$ cat config.mk
export PLATFORM = sky130hd
export DESIGN_NAME = pid_regfile_flat
export DESIGN_NICKNAME = d
export VERILOG_FILES = /design/src/rtl/pid_regfile_if.sv /design/src/rtl/pid_regfile.sv /design/src/flat_wrapper.sv
export SDC_FILE = /design/constraint.sdc
export NUM_CORES = 1
export LEC_CHECK = 0
export CORE_MARGIN = 10
export CORE_UTILIZATION = 43
export CTS_BUF_LIST = sky130_fd_sc_hd__clkbuf_4 sky130_fd_sc_hd__clkbuf_8 sky130_fd_sc_hd__clkbuf_16
export DETAILED_ROUTE_END_ITERATION = 10
export PLACE_DENSITY = 0.67
export SLEW_MARGIN = 40
export SYNTH_ARGS = -nofsm -noshare
export SYNTH_HDL_FRONTEND = slang
export SYNTH_SLANG_ARGS = --single-unit
$ cat constraint.sdc
create_clock -name clk_in -period 10.6 [get_ports clk_in]
set_clock_uncertainty 0.2 [all_clocks]
set_input_delay 1.06 -clock clk_in [delete_from_list [all_inputs] [get_ports clk_in]]
set_output_delay 1.06 -clock clk_in [all_outputs]
set_load 0.02 [all_outputs]
$ cat src/rtl/pid_regfile_if.sv
// Host register port for pid_regfile: write strobe/address/data, read
// strobe/address, and the registered read-data/valid/error responses.
interface pid_regfile_if #(
  parameter int DATA_W = 16,
  parameter int ADDR_W = 8
);
  logic              wr_en;
  logic [ADDR_W-1:0] w_addr;
  logic [DATA_W-1:0] w_data;
  logic              rd_en;
  logic [ADDR_W-1:0] r_addr;
  logic [DATA_W-1:0] r_data_o;
  logic              r_valid_o;
  logic              r_err_o;
  logic              w_err_o;

  modport master (
    output wr_en, w_addr, w_data, rd_en, r_addr,
    input  r_data_o, r_valid_o, r_err_o, w_err_o
  );

  modport slave (
    input  wr_en, w_addr, w_data, rd_en, r_addr,
    output r_data_o, r_valid_o, r_err_o, w_err_o
  );
endinterface

$ cat src/rtl/pid_regfile.sv
// PID register file: double-buffered config registers (host writes the
// shadow copy, the active copy follows on the first sample tick after a
// commit), plain scratch storage and read-only status capture registers.
module pid_regfile #(
  parameter int DATA_W  = 16,
  parameter int ADDR_W  = 8,
  parameter int DEPTH   = 16,
  parameter int NUM_CFG = 4,
  parameter int NUM_RO  = 2
) (
  input  logic                      clk_in,
  input  logic                      reset,
  pid_regfile_if.slave              bus,
  input  logic                      commit_i,
  input  logic                      sample_tick_i,
  output logic [NUM_CFG*DATA_W-1:0] cfg_o,
  input  logic [NUM_RO*DATA_W-1:0]  status_i,
  output logic                      pending_o,
  output logic                      apply_o
);

  if (NUM_CFG + NUM_RO > DEPTH) begin : g_chk_classes
    $error("pid_regfile: NUM_CFG + NUM_RO must not exceed DEPTH");
  end
  if (DEPTH > (1 << ADDR_W)) begin : g_chk_addr
    $error("pid_regfile: DEPTH does not fit in ADDR_W address bits");
  end

  // Compare addresses one bit wider so DEPTH == 2**ADDR_W still works.
  localparam logic [ADDR_W:0] DEPTH_A   = (ADDR_W+1)'(DEPTH);
  localparam logic [ADDR_W:0] RO_BASE_A = (ADDR_W+1)'(DEPTH - NUM_RO);

  typedef enum logic {IDLE, ARMED} state_t;

  state_t            state_q, state_d;
  logic              apply_now;
  logic [DATA_W-1:0] regs   [DEPTH];
  logic [DATA_W-1:0] active [NUM_CFG];
  logic [DATA_W-1:0] rd_word;
  logic              r_oor;
  logic              w_bad;
  logic [DATA_W-1:0] rd_data_p1;
  logic              rd_vld_p1;
  logic              rd_err_p1;
  logic              wr_err_p1;
  logic              apply_p1;

  assign r_oor = {1'b0, bus.r_addr} >= DEPTH_A;
  // RO and out-of-range addresses both sit at or above the RO base.
  assign w_bad = {1'b0, bus.w_addr} >= RO_BASE_A;

  // Commit FSM next state: arm on commit, apply and disarm on a tick while armed.
  always_comb begin
    state_d   = state_q;
    apply_now = 1'b0;
    case (state_q)
      IDLE:  if (commit_i) state_d = ARMED;
      ARMED: if (sample_tick_i) begin
               apply_now = 1'b1;
               state_d   = IDLE;
             end
      default: state_d = IDLE;
    endcase
  end

  // Commit FSM state register and registered apply pulse.
  always_ff @(posedge clk_in or posedge reset) begin
    if (reset) begin
      state_q  <= IDLE;
      apply_p1 <= 1'b0;
    end else begin
      state_q  <= state_d;
      apply_p1 <= apply_now;
    end
  end

  // Shadow/scratch host writes and per-edge status capture.
  always_ff @(posedge clk_in or posedge reset) begin
    if (reset) begin
      for (int i = 0; i < DEPTH; i++) regs[i] <= '0;
    end else begin
      for (int i = 0; i < DEPTH; i++) begin
        if (i >= DEPTH - NUM_RO)
          regs[i] <= status_i[(i-(DEPTH-NUM_RO))*DATA_W +: DATA_W];
        else if (bus.wr_en && (bus.w_addr == ADDR_W'(i)))
          regs[i] <= bus.w_data;
      end
    end
  end

  // Active copy takes the pre-edge shadow values, so a write in the
  // apply cycle only reaches the shadow.
  always_ff @(posedge clk_in or posedge reset) begin
    if (reset) begin
      for (int k = 0; k < NUM_CFG; k++) active[k] <= '0;
    end else if (apply_now) begin
      for (int k = 0; k < NUM_CFG; k++) active[k] <= regs[k];
    end
  end

  // Read mux over implemented registers; out-of-range reads yield 0.
  always_comb begin
    rd_word = '0;
    for (int i = 0; i < DEPTH; i++)
      if (bus.r_addr == ADDR_W'(i)) rd_word = regs[i];
  end

  // ---- stage p1: registered read response and write error ----
  // Read data holds its last value when no read is issued.
  always_ff @(posedge clk_in or posedge reset) begin
    if (reset) begin
      rd_data_p1 <= '0;
      rd_vld_p1  <= 1'b0;
      rd_err_p1  <= 1'b0;
      wr_err_p1  <= 1'b0;
    end else begin
      rd_vld_p1 <= bus.rd_en;
      rd_err_p1 <= bus.rd_en && r_oor;
      wr_err_p1 <= bus.wr_en && w_bad;
      if (bus.rd_en) rd_data_p1 <= r_oor ? '0 : rd_word;
    end
  end

  // Pack the active registers onto the config bus.
  always_comb begin
    cfg_o = '0;
    for (int k = 0; k < NUM_CFG; k++) cfg_o[k*DATA_W +: DATA_W] = active[k];
  end

  assign bus.r_data_o  = rd_data_p1;
  assign bus.r_valid_o = rd_vld_p1;
  assign bus.r_err_o   = rd_err_p1;
  assign bus.w_err_o   = wr_err_p1;
  assign pending_o     = (state_q == ARMED);
  assign apply_o       = apply_p1;

endmodule

$ cat src/flat_wrapper.sv
// flat-port wrapper written by rule: the top's interface ports become plain ports
module pid_regfile_flat 
#(
  parameter int DATA_W  = 16,
  parameter int ADDR_W  = 8,
  parameter int DEPTH   = 16,
  parameter int NUM_CFG = 4,
  parameter int NUM_RO  = 2
)
  (clk_in, reset, commit_i, sample_tick_i, cfg_o, status_i, pending_o, apply_o, bus_wr_en, bus_w_addr, bus_w_data, bus_rd_en, bus_r_addr, bus_r_data_o, bus_r_valid_o, bus_r_err_o, bus_w_err_o);
  pid_regfile_if #(.DATA_W(DATA_W), .ADDR_W(ADDR_W)) bus_i ();
  input  logic clk_in;
  input  logic reset;
  input  logic commit_i;
  input  logic sample_tick_i;
  output logic [NUM_CFG*DATA_W-1:0] cfg_o;
  input  logic [NUM_RO*DATA_W-1:0] status_i;
  output logic pending_o;
  output logic apply_o;
  input wire logic [$bits(bus_i.wr_en)-1:0] bus_wr_en;
  input wire logic [$bits(bus_i.w_addr)-1:0] bus_w_addr;
  input wire logic [$bits(bus_i.w_data)-1:0] bus_w_data;
  input wire logic [$bits(bus_i.rd_en)-1:0] bus_rd_en;
  input wire logic [$bits(bus_i.r_addr)-1:0] bus_r_addr;
  output wire logic [$bits(bus_i.r_data_o)-1:0] bus_r_data_o;
  output wire logic [$bits(bus_i.r_valid_o)-1:0] bus_r_valid_o;
  output wire logic [$bits(bus_i.r_err_o)-1:0] bus_r_err_o;
  output wire logic [$bits(bus_i.w_err_o)-1:0] bus_w_err_o;
  assign bus_i.wr_en = bus_wr_en;
  assign bus_i.w_addr = bus_w_addr;
  assign bus_i.w_data = bus_w_data;
  assign bus_i.rd_en = bus_rd_en;
  assign bus_i.r_addr = bus_r_addr;
  assign bus_r_data_o = bus_i.r_data_o;
  assign bus_r_valid_o = bus_i.r_valid_o;
  assign bus_r_err_o = bus_i.r_err_o;
  assign bus_w_err_o = bus_i.w_err_o;
  pid_regfile #(.DATA_W(DATA_W), .ADDR_W(ADDR_W), .DEPTH(DEPTH), .NUM_CFG(NUM_CFG), .NUM_RO(NUM_RO)) u_core (.clk_in(clk_in), .reset(reset), .bus(bus_i), .commit_i(commit_i), .sample_tick_i(sample_tick_i), .cfg_o(cfg_o), .status_i(status_i), .pending_o(pending_o), .apply_o(apply_o));
endmodule
# [Yosys cells after proc, flatten, opt, wreduce, memory -nomap -nowiden]
# Index checks and enable logic that the tools add are counted.
[word_totals] reg_bits=341 input_bits=70 out_inout_bits=85
[op_classes] magnitude_cmp=2 eq_ne=28 muxes=22 bitwise=1 n_reduce_logical=18
[op_table] op="two-way mux 16 bit" count=17
[op_table] op="== test 8 x 4 -> 1 bit, second input constant" count=14
[op_table] op="== test 8 x 3 -> 1 bit, second input constant" count=8
[op_table] op="== test 8 x 2 -> 1 bit, second input constant" count=4
[op_table] op="== test 8 x 1 -> 1 bit, second input constant" count=2
[op_table] op="logical AND 1 bit" count=16
[op_table] op="logical NOT 8 bit" count=2
[op_table] op="greater-or-equal comparator 8 x 4 -> 1 bit, second input constant" count=1
[op_table] op="greater-or-equal comparator 8 x 5 -> 1 bit, second input constant" count=1
[op_table] op="two-way mux 1 bit" count=4
[op_table] op="one-hot mux 1 bit (2 select lines)" count=1
[op_table] op="inverter 1 bit" count=1

# [Longest topological paths before layout]
# Gate-level depths: netlist (run 1).
[depth] depth_word=18 mapped_depth=10 depth_no_buf=6

# [Worst setup path after synthesis (run 1)]
# Ideal clock, no wire load.
[synth_timing] path_type="input to register" start="input bus_w_addr[6]" end="register u_core.regs[224] (netlist bit)" setup_time_ns=0.125 t_arrival_ns=2.628 setup_slack_ns=7.647 path_stages=7 n_path_buf=1 path_cell_list="nor4_4 nand2_2 nor2_2 nand2_1 nor3_2 buf_4 mux2_2"
[synth_via] elab_chain_len=2
[synth_rtl] element="start: declaration" line="flat_wrapper.sv:21" rtl="input wire logic [$bits(bus_i.w_addr)-1:0] bus_w_addr;"
[synth_rtl] element="== test 8 x 1 -> 1 bit" line="pid_regfile.sv:85" rtl="else if (bus.wr_en && (bus.w_addr == ADDR_W'(i)))"
[synth_rtl] element="logical AND 1 bit" line="pid_regfile.sv:85"
[synth_rtl] element="end signal: indexed assignment" line="pid_regfile.sv:84" rtl="regs[i] <= status_i[(i-(DEPTH-NUM_RO))*DATA_W +: DATA_W];"
[synth_rtl] element="end signal: indexed assignment" line="pid_regfile.sv:86" rtl="regs[i] <= bus.w_data;"
[synth_rtl] element="end: declaration" line="pid_regfile.sv:37" rtl="logic [DATA_W-1:0] regs [DEPTH];"
# No other way between the ends.
# A chain may end at the register's enable or synchronous reset.

# [Worst setup path in the final report (run 1)]
[layout_timing] start="input bus_r_addr[5]" end="register u_core.rd_data_p1[0] (netlist: u_core.bus.r_data_o[0])"
[layout_via] elab_chain_len=18
[layout_rtl] element="start: declaration" line="flat_wrapper.sv:24" rtl="input wire logic [$bits(bus_i.r_addr)-1:0] bus_r_addr;"
[layout_rtl] element="logical NOT 8 bit" line="pid_regfile.sv:105" rtl="if (bus.r_addr == ADDR_W'(i)) rd_word = regs[i];"
[layout_rtl] element="two-way mux 16 bit (16 in series)" line="pid_regfile.sv:105"
[layout_rtl] element="two-way mux 16 bit *" line="pid_regfile.sv:120" rtl="if (bus.rd_en) rd_data_p1 <= r_oor ? '0 : rd_word;"
[layout_rtl] element="end signal: assignment" line="pid_regfile.sv:120"
[layout_rtl] element="end: declaration" line="pid_regfile.sv:42" rtl="logic [DATA_W-1:0] rd_data_p1;"
# Mark *: on every way between the ends. The rest lies on a longest branch, timed or not.

==> results by group, run 1 <==
Floorplanning
  • Die width: around 210 um
  • Core area: 34500 um^2
  • I/O pin cnt: around 160
  • Starting Density: between 40% and 50%
  • Die Ht: between 200 and 250 um
  • Die area: ~43000 um^2
  • Row count: just under 70

Clocking
  • Number of H-tree levels: 2
  • CTS Hold Bufs: 0
  • Worst-path clk slew: ~0.060 ns
  • Setup Buffers After CTS: 0
  • Maximum clock path buffer count: 3
  • Clk sink count: about 340
  • Worst-skew pair later-pin latency: between 0.5 and 0.6 ns
  • Root Buffer Master: clkbuf_16
  • TritonCTS buffer count: 37
  • CTS tree: built
  • CTS-repair resized insts: 0

Route
  • Remaining DRCs: 0
  • Final wirelength: a little over 40000 um
  • Avg WL per Cell: around 24 um
  • DRT antenna net count: 0
  • Initial DRC Count: around 890
  • Post-DR vias/cell: 5.78
  • Via count: between 9000 and 10000
  • Pre-antenna DRT Iters: 5

Placed design
  • RePlAce Congestion: ~0.86
  • Placed wire-length estimate: about 28000 um
  • DP Area: between 15000 and 20000 um^2
  • IO Port Bufs: 154

Finish
  • # diodes: 0
  • Fillers: ~3000
  • Post-route cell area: ~18000 um^2
  • Most common cell after layout, fill and taps aside: dfrtp_1
  • Commonest non-fill, non-tap cells in the layout: dfrtp_1, mux2_2, clkdlybuf4s50_1, o21ai_0, nand2_1
  • Multi-input logic area: a little over 6000 um^2
  • Share of layout cells above drive strength 1: 34.4%
  • Post-layout util: a little over half
  • Register area: around 8500 um^2
  • # nets final: between 1000 and 1500
  • P&R area growth vs syn: 21.7%

Yosys
  • Cell variety after synth: 62
  • Flops & latches, synth: 341
  • YS warnings: 0
  • Post-synth EDFFs: 0
  • Top FF cell, synth: dfrtp_1
  • Synth Cell Area: 15100 um^2
  • Mean area per synthesized cell: roughly 13 um^2
  • Post-synth net total: 1188
  • Synth Instances: 1118
  • Ys async rst share: 100%
  • Sequential element share of the synthesized area: between 50% and 60%

STA
  • Setup Total Neg Slack: 0 ns
  • Fin. max-slew vios: 0
  • Final hold vios: 0
  • Actual slew at the worst max-slew pin: 0.856 ns
  • Unrepaired setup endpoints after global routing: no
  • Slew headroom: between 40% and 50%
  • F_max: 263 MHz
  • Final clock period utilization by the worst path: between 30 and 40%
  • Final setup fails: 0
  • Tmin final: 3.80 ns

Worst setup path
  • CP arrival: around 4.0 ns
  • Crit Path Category: in -> reg
  • Crit path required time: 10.79 ns
  • Crit Path Max Fanout: 17
  • CP Capture Type: register
  • RR Startpoint: u_core.regs[246]
  • Setup crit start: bus_r_addr[5]
  • Startpoint Class: input port

Worst hold path
  • Hold Path Class: reg -> reg
  • Hold Path Origin: u_core.regs[73]

Global routing
  • Total Routing Usage GR: around a fifth
  • Global-route wire length before repair: ~64000 um
  • Met2 GRT Util: 32.1%
  • Largest net degree at the start of global routing: 88
  • Met1 usage: approximately a quarter
  • Vias in the first global route: between 10000 and 15000
  • Initial antenna violation count: 0
  • GR Layer Usage met3: about 3.6%
  • Congestion Overflow GR: 0
  • GR peak layer: met2

Power
  • Leak: ~8.4 nW
  • Peak supply drop: between 0.1 and 0.15 mV
  • PD cells: between 150 and 200 nW/um^2
  • Tot Pwr: 0.00307 W

Run status
  • Outcome: finished clean

Job
  • Maxcap violations: 0
[where the power goes]
| part | internal (W) | total [W] | switching (W) | leakage, nW |
|---|---|---|---|---|
| Clock | 0.000854 | 0.00138 | 0.000522 | 0.652 |
| Combinational | 0.000134 | 0.000287 | 0.000153 | 3.17 |
| Sequential | 0.00137 | 0.00141 | 0.0000390 | 4.62 |
[synthesized netlist by cell type (3+ instances only)]
cell type | n | area (um^2)
dfrtp_1 | 341 | 8530
mux2_2 | 293 | 3300
o21ai_0 | 46 | 230
clkbuf_1 | 45 | 169
nand2_1 | 44 | 165
nor2_1 | 43 | 161
a21oi_1 | 40 | 200
buf_2 | 27 | 135
mux2i_1 | 21 | 210
mux4_2 | 19 | 428
nand3_1 | 18 | 90.1
a22oi_1 | 16 | 120
nor3_1 | 12 | 60.1
inv_1 | 10 | 37.5
mux2_4 | 10 | 150
o211ai_1 | 10 | 75.1
a31oi_1 | 8 | 50.1
o22ai_1 | 8 | 50.1
buf_4 | 7 | 52.6
nand2b_1 | 6 | 37.5
nor2b_1 | 6 | 37.5
nor2_2 | 5 | 31.3
o21a_1 | 5 | 37.5
o2bb2ai_1 | 5 | 43.8
o31ai_1 | 5 | 37.5
a2bb2oi_1 | 4 | 35.0
buf_6 | 4 | 45.0
a211oi_1 | 3 | 22.5
a221o_1 | 3 | 30.0
a221oi_1 | 3 | 26.3
a22o_1 | 3 | 26.3
and2_1 | 3 | 18.8
and3_1 | 3 | 18.8
nand4_1 | 3 | 18.8
nor3_2 | 3 | 30.0
[critical path, stage by stage]
cell and delay, ns:
clkdlybuf4s50_1 0.46, nor4_4 0.30, buf_4 0.31, and3_1 0.77
nand2_1 0.42, o22ai_1 0.27, nor3_1 0.09, a221o_1 0.29
[cell families after synthesis]
family          Yosys count  synth area share, %
compound gates          175                 7.60
simple gates            163                 5.58
flops                   341                 56.6
mux                     343                 27.1
buf+inv                  96                 3.10
[area by class of cell]
cell class | instances | area share, %
Clock inverter | 15 | 1.30
Multi-Input combinational cell | 681 | 33.4
Clock buffer | 50 | 5.82
Sequential cell | 341 | 46.5
Timing Repair Buffer | 176 | 9.63
Inverter | 10 | 0.225
Tap cell | 455 | 3.10
[path summary, 6_finish.rpt]
check                                         end  slack [ns]  cells after the start
min reg2reg                       u_core.regs[73]        0.30                      1
max reg2reg                u_core.bus.r_data_o[6]        8.55                      5
min in group asynchronous        u_core.cfg_o[20]        0.70                      2
min                               u_core.regs[73]        0.30                      1
max in group asynchronous         u_core.regs[16]        7.67                      5
max                        u_core.bus.r_data_o[0]        6.80                      8
[metrics by stage]
step / setup WS [ns] / hold WS (ns) / cells
after floorplan: 4.78 / 0.271 / 1118
after global placement: 6.45 / 0.282 / 1660
after detailed placement: 6.39 / 0.291 / 1662
after CTS: 6.92 / 0.304 / 1727
after global routing: 6.71 / 0.318 / 1728
final: 6.80 / 0.301 / 1728
[state kept, by name (all words and copies together) (netlist names)]
register	cells
u_core.bus.r_data_o	16
u_core.pending_o	1
u_core.bus.r_err_o	1
u_core.bus.r_valid_o	1
u_core.cfg_o	64
u_core.apply_o	1
u_core.regs	256
u_core.bus.w_err_o	1
[routing by layer]
layer  wire length, um  part of all wire, %
met1             17000                   41
met5                 0                    0
met2             21100                   51
met4              1020                  2.5
met3              2430                  5.8
Power figures use the tool's default switching activity.
==> run 2, diff against run 1 <==
==> constraint.sdc (replaced) <==
create_clock -name clk_in -period 3.3 [get_ports clk_in]
set_clock_uncertainty 0.2 [all_clocks]
set_input_delay 0.33 -clock clk_in [delete_from_list [all_inputs] [get_ports clk_in]]
set_output_delay 0.33 -clock clk_in [all_outputs]
set_load 0.02 [all_outputs]
==> run 2 against run 1 <==
  * Count of clock-buffer cells in the layout rose by 6
  * Core utilization rose by 0.92 points
  * Setup slack got worse by 5.9 ns
  * Hold slack got worse by 0.25 ns
  * Sequential power rose to 3.2 times the previous value
  * Critical path depth fell by 2
  * Global-route usage rose by 0.54 points
  * Highest routed layer unchanged
  * Combinational power rose to 3.4 times the previous value
  * Largest power group unchanged
==> results by group, run 2 (synthesized netlist as in run 1, its figures left out) <==
Global routing
  • Largest net degree at the start of global routing: 84 (was 88)
  • Initial antenna violation count: 0 (unchanged)
  • Congestion Overflow GR: 0 (unchanged)
  • Vias in the first global route: 10700 (was 10400)
  • Total Routing Usage GR: 19.4% (was 18.8%)
  • Global-route wire length before repair: 66200 um (was 64300 um)

Floorplanning
  • Row count: 68 (unchanged)
  • Die Ht: 207 um (unchanged)
  • Die area: 42900 um^2 (unchanged)
  • Die width: 207 um (unchanged)
  • I/O pin cnt: 155 (unchanged)
  • Starting Density: 43.6% (unchanged)
  • Core area: 34500 um^2 (unchanged)

Worst setup path
  • CP Capture Type: register (unchanged)
  • CP arrival: 2.61 ns (was 3.99 ns)
  • Crit Path Category: in -> reg (unchanged)
  • Crit path required time: 3.49 ns (was 10.79 ns)
  • CP max stage delay: 0.70 ns (was 0.77 ns)
  • Startpoint Class: input port (unchanged)
  • Reg2reg path depth: 6 (was 5)
  • Worst path cell trace: clkdlybuf4s50_1 -> or4_4 -> or2_1 -> o311a_1 -> nor3_1 -> a221oi_1 (was clkdlybuf4s50_1 -> nor4_4 -> buf_4 -> and3_1 -> nand2_1 -> o22ai_1 -> nor3_1 -> a221o_1)
  • RR Endpoint: u_core.bus.r_data_o[12] (was u_core.bus.r_data_o[6])
  • Crit Path Max Fanout: 12 (was 17)
  • Top delay family on crit path: simple AND/OR/NAND/NOR gates (unchanged)
  • CP Buf/Inv Count: 1 (was 2)
  • FF-to-FF setup slack: 1.21 ns (was 8.55 ns)
  • RR Startpoint: u_core.regs[204] (was u_core.regs[246])
  • Slowest library cell on the worst path: or4_4 (was and3_1)

Placed design
  • Pre-CTS setup slack: 0.386 ns (was 6.39 ns)
  • Placed wire-length estimate: 29400 um (was 27700 um)
  • Inst Count DP: 1703 (was 1662)
  • IO Port Bufs: 154 (unchanged)
  • RePlAce Congestion: 0.911 (was 0.865)

Finish
  • Most common cell after layout, fill and taps aside: dfrtp_1 (unchanged)
  • # nets final: 1358 (was 1317)
  • Post-layout util: 54.0% (was 53.1%)
  • P&R area growth vs syn: 23.8% (was 21.7%)
  • Number of flip-flops in the largest register: 256 (unchanged)
  • Register name with the most flops: u_core.regs (unchanged)
  • Finished Layout Cells: 1769 (was 1728)
  • # diodes: 0 (unchanged)
  • Commonest non-fill, non-tap cells in the layout: dfrtp_1, mux2_2, clkdlybuf4s50_1, buf_4, o21ai_0 (was dfrtp_1, mux2_2, clkdlybuf4s50_1, o21ai_0, nand2_1)
  • Fillers: 2930 (was 2996)
  • Share of layout cells above drive strength 1: 35.6% (was 34.4%)

Clocking
  • Setup Buffers After CTS: 0 (unchanged)
  • CTS tree: built (unchanged)
  • Maximum clock path buffer count: 3 (unchanged)
  • Worst-path clk slew: 0.06 ns (about the same)
  • Clk sink count: 341 (unchanged)
  • TritonCTS buffer count: 37 (unchanged)
  • CTS-repair resized insts: 0 (unchanged)
  • Worst-skew pair later-pin latency: 0.54 ns (was 0.52 ns)
  • Number of H-tree levels: 2 (unchanged)
  • Root Buffer Master: clkbuf_16 (unchanged)
  • CTS Hold Bufs: 1 (was 0)

STA
  • Slew headroom: 46.2% (was 42.9%)
  • Actual slew at the worst max-slew pin: 0.805 ns (was 0.856 ns)
  • Fin. max-slew vios: 0 (unchanged)
  • Final setup fails: 0 (unchanged)
  • Final worst slack: 0.882 ns (was 6.80 ns)
  • F_max: just over 400 MHz
  • Tmin final: 2.42 ns
  • Unrepaired setup endpoints after global routing: no (unchanged)
  • Final clock period utilization by the worst path: around three quarters
  • Final hold vios: 0 (unchanged)
  • Worst hold slack: 0.0493 ns (was 0.301 ns)

Worst hold path
  • Hold Path Class: in -> reg (was reg -> reg)
  • Hold Path Origin: status_i[23] (was u_core.regs[73])
  • Hold Path Cell Cnt: 1 (unchanged)
  • Worst min-delay path endpoint: u_core.regs[7] (was u_core.regs[73])

Route
  • Avg WL per Cell: 24.1 um (was 24.0 um)
  • Remaining DRCs: 0 (unchanged)
  • Pre-antenna DRT Iters: 5 (unchanged)
  • DRT antenna net count: 0 (unchanged)
  • Post-DR vias/cell: 5.74 (was 5.78)
  • Final wirelength: 42700 um (was 41500 um)
  • Initial DRC Count: 781 (was 886)
  • Via count: 10200 (was 9984)

Run status
  • Outcome: finished clean (unchanged)

Power
  • Peak supply drop: 0.335 mV (was 0.112 mV)
  • Tot Pwr: 0.00986 W (was 0.00307 W)
  • PD cells: 528 nW/um^2 (was 167 nW/um^2)
  • Leak: 8.66 nW (was 8.45 nW)

Job
  • Maxcap violations: 0 (unchanged)
run 2: report_power, final:
group | internal (W) | leakage [nW] | switching, W
combinational | 0.000457 | 3.38 | 0.000506
sequential | 0.00439 | 4.62 | 0.000127
clock | 0.00268 | 0.649 | 0.00170
run 2: final cells by class:
type                    count  area, um^2  area share [%]
multi-input cells         681        6080            32.6
clock inverters             9         151           0.812
repair buffers            217        2120            11.4
well taps                 455         569            3.05
flip-flops and latches    341        8530            45.7
clock buffers              56        1160            6.22
inverters                  10        41.3           0.221
run 2: worst reg2reg max path, delay by kind of cell (launching register included):
family                 cells  cell delay (ns)
AO/OA/AOI/OAI              3             0.56
buffers and inverters      1             0.15
flip-flops                 1             0.40
multiplexers               1             0.54
AND/OR/NAND/NOR            1             0.10
run 2: worst max path at each step:
stage                  start                 endpoint  depth (start not counted)
5_1_grt        bus_r_addr[5]   u_core.bus.r_data_o[3]                          7
3_5_place_dp   bus_r_addr[5]  u_core.bus.r_data_o[10]                          7
3_3_place_gp   bus_r_addr[5]  u_core.bus.r_data_o[10]                          7
2_1_floorplan          reset           u_core.apply_o                          1
4_1_cts        bus_r_addr[5]  u_core.bus.r_data_o[10]                          7
6_report       bus_r_addr[5]   u_core.bus.r_data_o[1]                          6
run 2: metal layers:
| metal | share of wire (%) | vias up | global-route usage [%] |
|---|---|---|---|
| li1 | - | 4405 | - |
| met1 | 40 | 5307 | 24.1 |
| met2 | 51 | 354 | 33.7 |
| met3 | 6.0 | 88 | 3.52 |
| met4 | 2.5 | 0 | 5.27 |
| met5 | 0 | - | 0 |
run 2: metrics by stage:
step | setup TNS (ns) | area [um^2]
after floorplan | -610.57 | 15100
after global placement | 0 | 17300
after detailed placement | 0 | 17300
final | 0 | 18700
after CTS | 0 | 18700
after global routing | 0 | 18700
==> run 3, diff against run 2 <==
--- a/config.mk
+++ b/config.mk
@@ -9,7 +9,7 @@
 export CORE_UTILIZATION = 43
 export CTS_BUF_LIST = sky130_fd_sc_hd__clkbuf_4 sky130_fd_sc_hd__clkbuf_8 sky130_fd_sc_hd__clkbuf_16
 export DETAILED_ROUTE_END_ITERATION = 10
-export PLACE_DENSITY = 0.67
+export PLACE_DENSITY = 0.64
 export SLEW_MARGIN = 40
 export SYNTH_ARGS = -nofsm -noshare
 export SYNTH_HDL_FRONTEND = slang
==> constraint.sdc (replaced) <==
create_clock -name clk_in -period 2.3 [get_ports clk_in]
set_clock_uncertainty 0.2 [all_clocks]
set_input_delay 0.23 -clock clk_in [delete_from_list [all_inputs] [get_ports clk_in]]
set_output_delay 0.23 -clock clk_in [all_outputs]
set_load 0.02 [all_outputs]
==> run 3 against run 2 <==
  * Design area up 6.3%
  * Sequential power increased by 43%
  * Die area is the same
  * Flip-flop and latch count unchanged
  * Count of clock-buffer cells in the layout grew 4
  * Hold slack better by 0.0059 ns
  * Core utilization is 3.4 points higher
  * Cell count is 6.5% higher
  * Via count rose by 3.4%
  * Wire length is 3.6% higher
  * Combinational power increased by 61%
  * Largest cell class unchanged
==> results by group, run 3 (synthesized netlist as in run 1, its figures left out) <==
Placed design
  • DP Area: 18200 um^2 (was 17300 um^2)
  • Placed wire-length estimate: 31300 um (was 29400 um)
  • RePlAce Congestion: 0.911 (about the same)
  • IO Port Bufs: 154 (unchanged)
  • Pre-CTS setup slack: -0.428 ns (was 0.386 ns)

Finish
  • Post-layout util: 57.4% (was 54.0%)
  • # diodes: 0 (unchanged)
  • Number of flip-flops in the largest register: 256 (unchanged)
  • Post-route cell area: 19800 um^2 (was 18700 um^2)
  • P&R area growth vs syn: 31.5% (was 23.8%)
  • Register name with the most flops: u_core.regs (unchanged)
  • # nets final: 1471 (was 1358)
  • Share of layout cells above drive strength 1: 38.6% (was 35.6%)
  • Most common cell after layout, fill and taps aside: dfrtp_1 (unchanged)
  • Commonest non-fill, non-tap cells in the layout: dfrtp_1, mux2_2, clkdlybuf4s50_1, buf_4, o21ai_0 (unchanged)

Route
  • Initial DRC Count: 753 (was 781)
  • Via count: 10500 (was 10200)
  • DRT antenna net count: 0 (unchanged)
  • Remaining DRCs: 0 (unchanged)
  • Pre-antenna DRT Iters: 5 (unchanged)
  • Post-DR vias/cell: 5.57 (was 5.74)
  • Final wirelength: 44200 um (was 42700 um)
  • Avg WL per Cell: 23.5 um (was 24.1 um)

Floorplanning
  • Starting Density: 43.6% (unchanged)
  • Die width: 207 um (unchanged)
  • Core area: 34500 um^2 (unchanged)
  • I/O pin cnt: 155 (unchanged)
  • Die area: 42900 um^2 (unchanged)
  • Die Ht: 207 um (unchanged)
  • Row count: 68 (unchanged)

STA
  • Slew headroom: 54.1% (was 46.2%)
  • Final setup fails: 0 (unchanged)
  • Final worst slack: 0.0610 ns (was 0.882 ns)
  • Actual slew at the worst max-slew pin: 0.671 ns (was 0.805 ns)
  • Fin. max-slew vios: 0 (unchanged)
  • Unrepaired setup endpoints after global routing: no (unchanged)
  • Tmin final: ~2.2 ns
  • Final hold vios: 0 (unchanged)
  • Final clock period utilization by the worst path: 97.3%
  • F_max: about 450 MHz
  • Setup Total Neg Slack: 0 ns (unchanged)

Worst setup path
  • Crit Path Max Fanout: 5 (was 12)
  • Crit path required time: 2.54 ns (was 3.49 ns)
  • Startpoint Class: input port (unchanged)
  • CP Buf/Inv Count: 3 (was 1)
  • CP Capture Type: register (unchanged)
  • Worst path cell trace: clkdlybuf4s50_1 -> or4_4 -> a2111oi_0 -> buf_4 -> a211oi_2 -> buf_4 -> o21ai_0 (was clkdlybuf4s50_1 -> or4_4 -> or2_1 -> o311a_1 -> nor3_1 -> a221oi_1)
  • Top delay family on crit path: buffers and inverters (was simple AND/OR/NAND/NOR gates)
  • CP max stage delay: 0.62 ns (was 0.70 ns)
  • Top cell by count, worst path: buf_4
  • Crit Path Category: in -> reg (unchanged)
  • CP arrival: 2.48 ns (was 2.61 ns)
  • Slowest library cell on the worst path: a2111oi_0 (was or4_4)

Global routing
  • Global-route wire length before repair: 68800 um (was 66200 um)
  • Total Routing Usage GR: 20.2% (was 19.4%)
  • Vias in the first global route: 11300 (was 10700)
  • Largest net degree at the start of global routing: 66 (was 84)
  • Initial antenna violation count: 0 (unchanged)
  • Congestion Overflow GR: 0 (unchanged)

Run status
  • Outcome: finished clean (unchanged)

Power
  • Leak: 9.27 nW (was 8.66 nW)
  • PD cells: 709 nW/um^2 (was 528 nW/um^2)
  • Tot Pwr: 0.0141 W (was 0.00986 W)
  • Peak supply drop: 0.404 mV (was 0.335 mV)

Clocking
  • Worst-skew pair later-pin latency: 0.52 ns (was 0.54 ns)
  • Root Buffer Master: clkbuf_16 (unchanged)
  • Maximum clock path buffer count: 3 (unchanged)
  • Worst-path clk slew: 0.06 ns (about the same)
  • TritonCTS buffer count: 37 (unchanged)
  • Clk sink count: 341 (unchanged)
  • CTS tree: built (unchanged)
  • Number of H-tree levels: 2 (unchanged)

Job
  • Maxcap violations: 0 (unchanged)

Worst hold path
  • Hold Path Class: in -> reg (unchanged)
## run 3: cell types whose count changed in the layout (fill, tap and decap cells not counted), moves of 2 or more
cell | before | now
dlygate4sd3_1 | 1 | 33
buf_4 | 54 | 111
buf_12 | 9 | 33
clkinv_2 | 2 | 4
clkbuf_4 | 6 | 13
bufinv_16 | 3 | 1
clkbuf_8 | 12 | 8
## run 3: layer usage
layer	part of all wire [%]	GRT usage, %	vias up
li1	-	-	4653
met1	41	25.2	5472
met2	51	34.7	295
met3	4.6	3.13	77
met4	3.1	7.53	0
met5	0	0	-
## run 3: timing repair
item                                    4_1_cts  5_1_grt
buffers inserted                              0        0
endpoints found under the setup margin        1        0
hold buffers                                 33        0
hold endpoints to repair                     40        0
gates resized for setup                       1        0
## run 3: final cells by class
class                   instances  area (um^2)
well taps                     455          569
inverters                      10         41.3
repair buffers                330         3350
flip-flops and latches        341         8530
clock buffers                  60         1180
fillers                      2834        14700
multi-input cells             681         6080
clock inverters                 7         66.3
## run 3: path summary, 6_finish.rpt
| kind | from | to | slack (ns) | depth (start not counted) |
|---|---|---|---|---|
| max in group asynchronous | reset | u_core.regs[222] | 0.71 | 5 |
| min in group asynchronous | reset | u_core.apply_o | 0.40 | 3 |
| min | commit_i | u_core.pending_o | 0.06 | 3 |
| max reg2reg | u_core.regs[220] | u_core.bus.r_data_o[12] | 0.08 | 7 |
| max | bus_r_addr[4] | u_core.bus.r_data_o[12] | 0.06 | 7 |
| min reg2reg | u_core.cfg_o[46] | u_core.cfg_o[46] | 0.30 | 1 |
## run 3: per-stage QoR
stage                     instances  hold WS (ns)
final                          1884        0.0552
after global routing           1884        0.0877
after floorplan                1118        0.0614
after CTS                      1884        0.0435
after detailed placement       1784         0.287
after global placement         1784         0.282
## run 3: power breakdown
| group | internal [W] | total (W) | switching, W | leakage (nW) |
|---|---|---|---|---|
| logic | 0.000778 | 0.00155 | 0.000769 | 4.01 |
| clock network | 0.00364 | 0.00602 | 0.00238 | 0.632 |
| registers | 0.00630 | 0.00648 | 0.000176 | 4.62 |
## run 3: worst reg2reg max path, delay by kind of cell, from the launching register on
kind,cells,cell delay [ns]
muxes,1,0.30
AOI/OAI and AO/OA,3,0.84
buffers and inverters,2,0.37
and+or+nand+nor,1,0.08
DFF,1,0.38
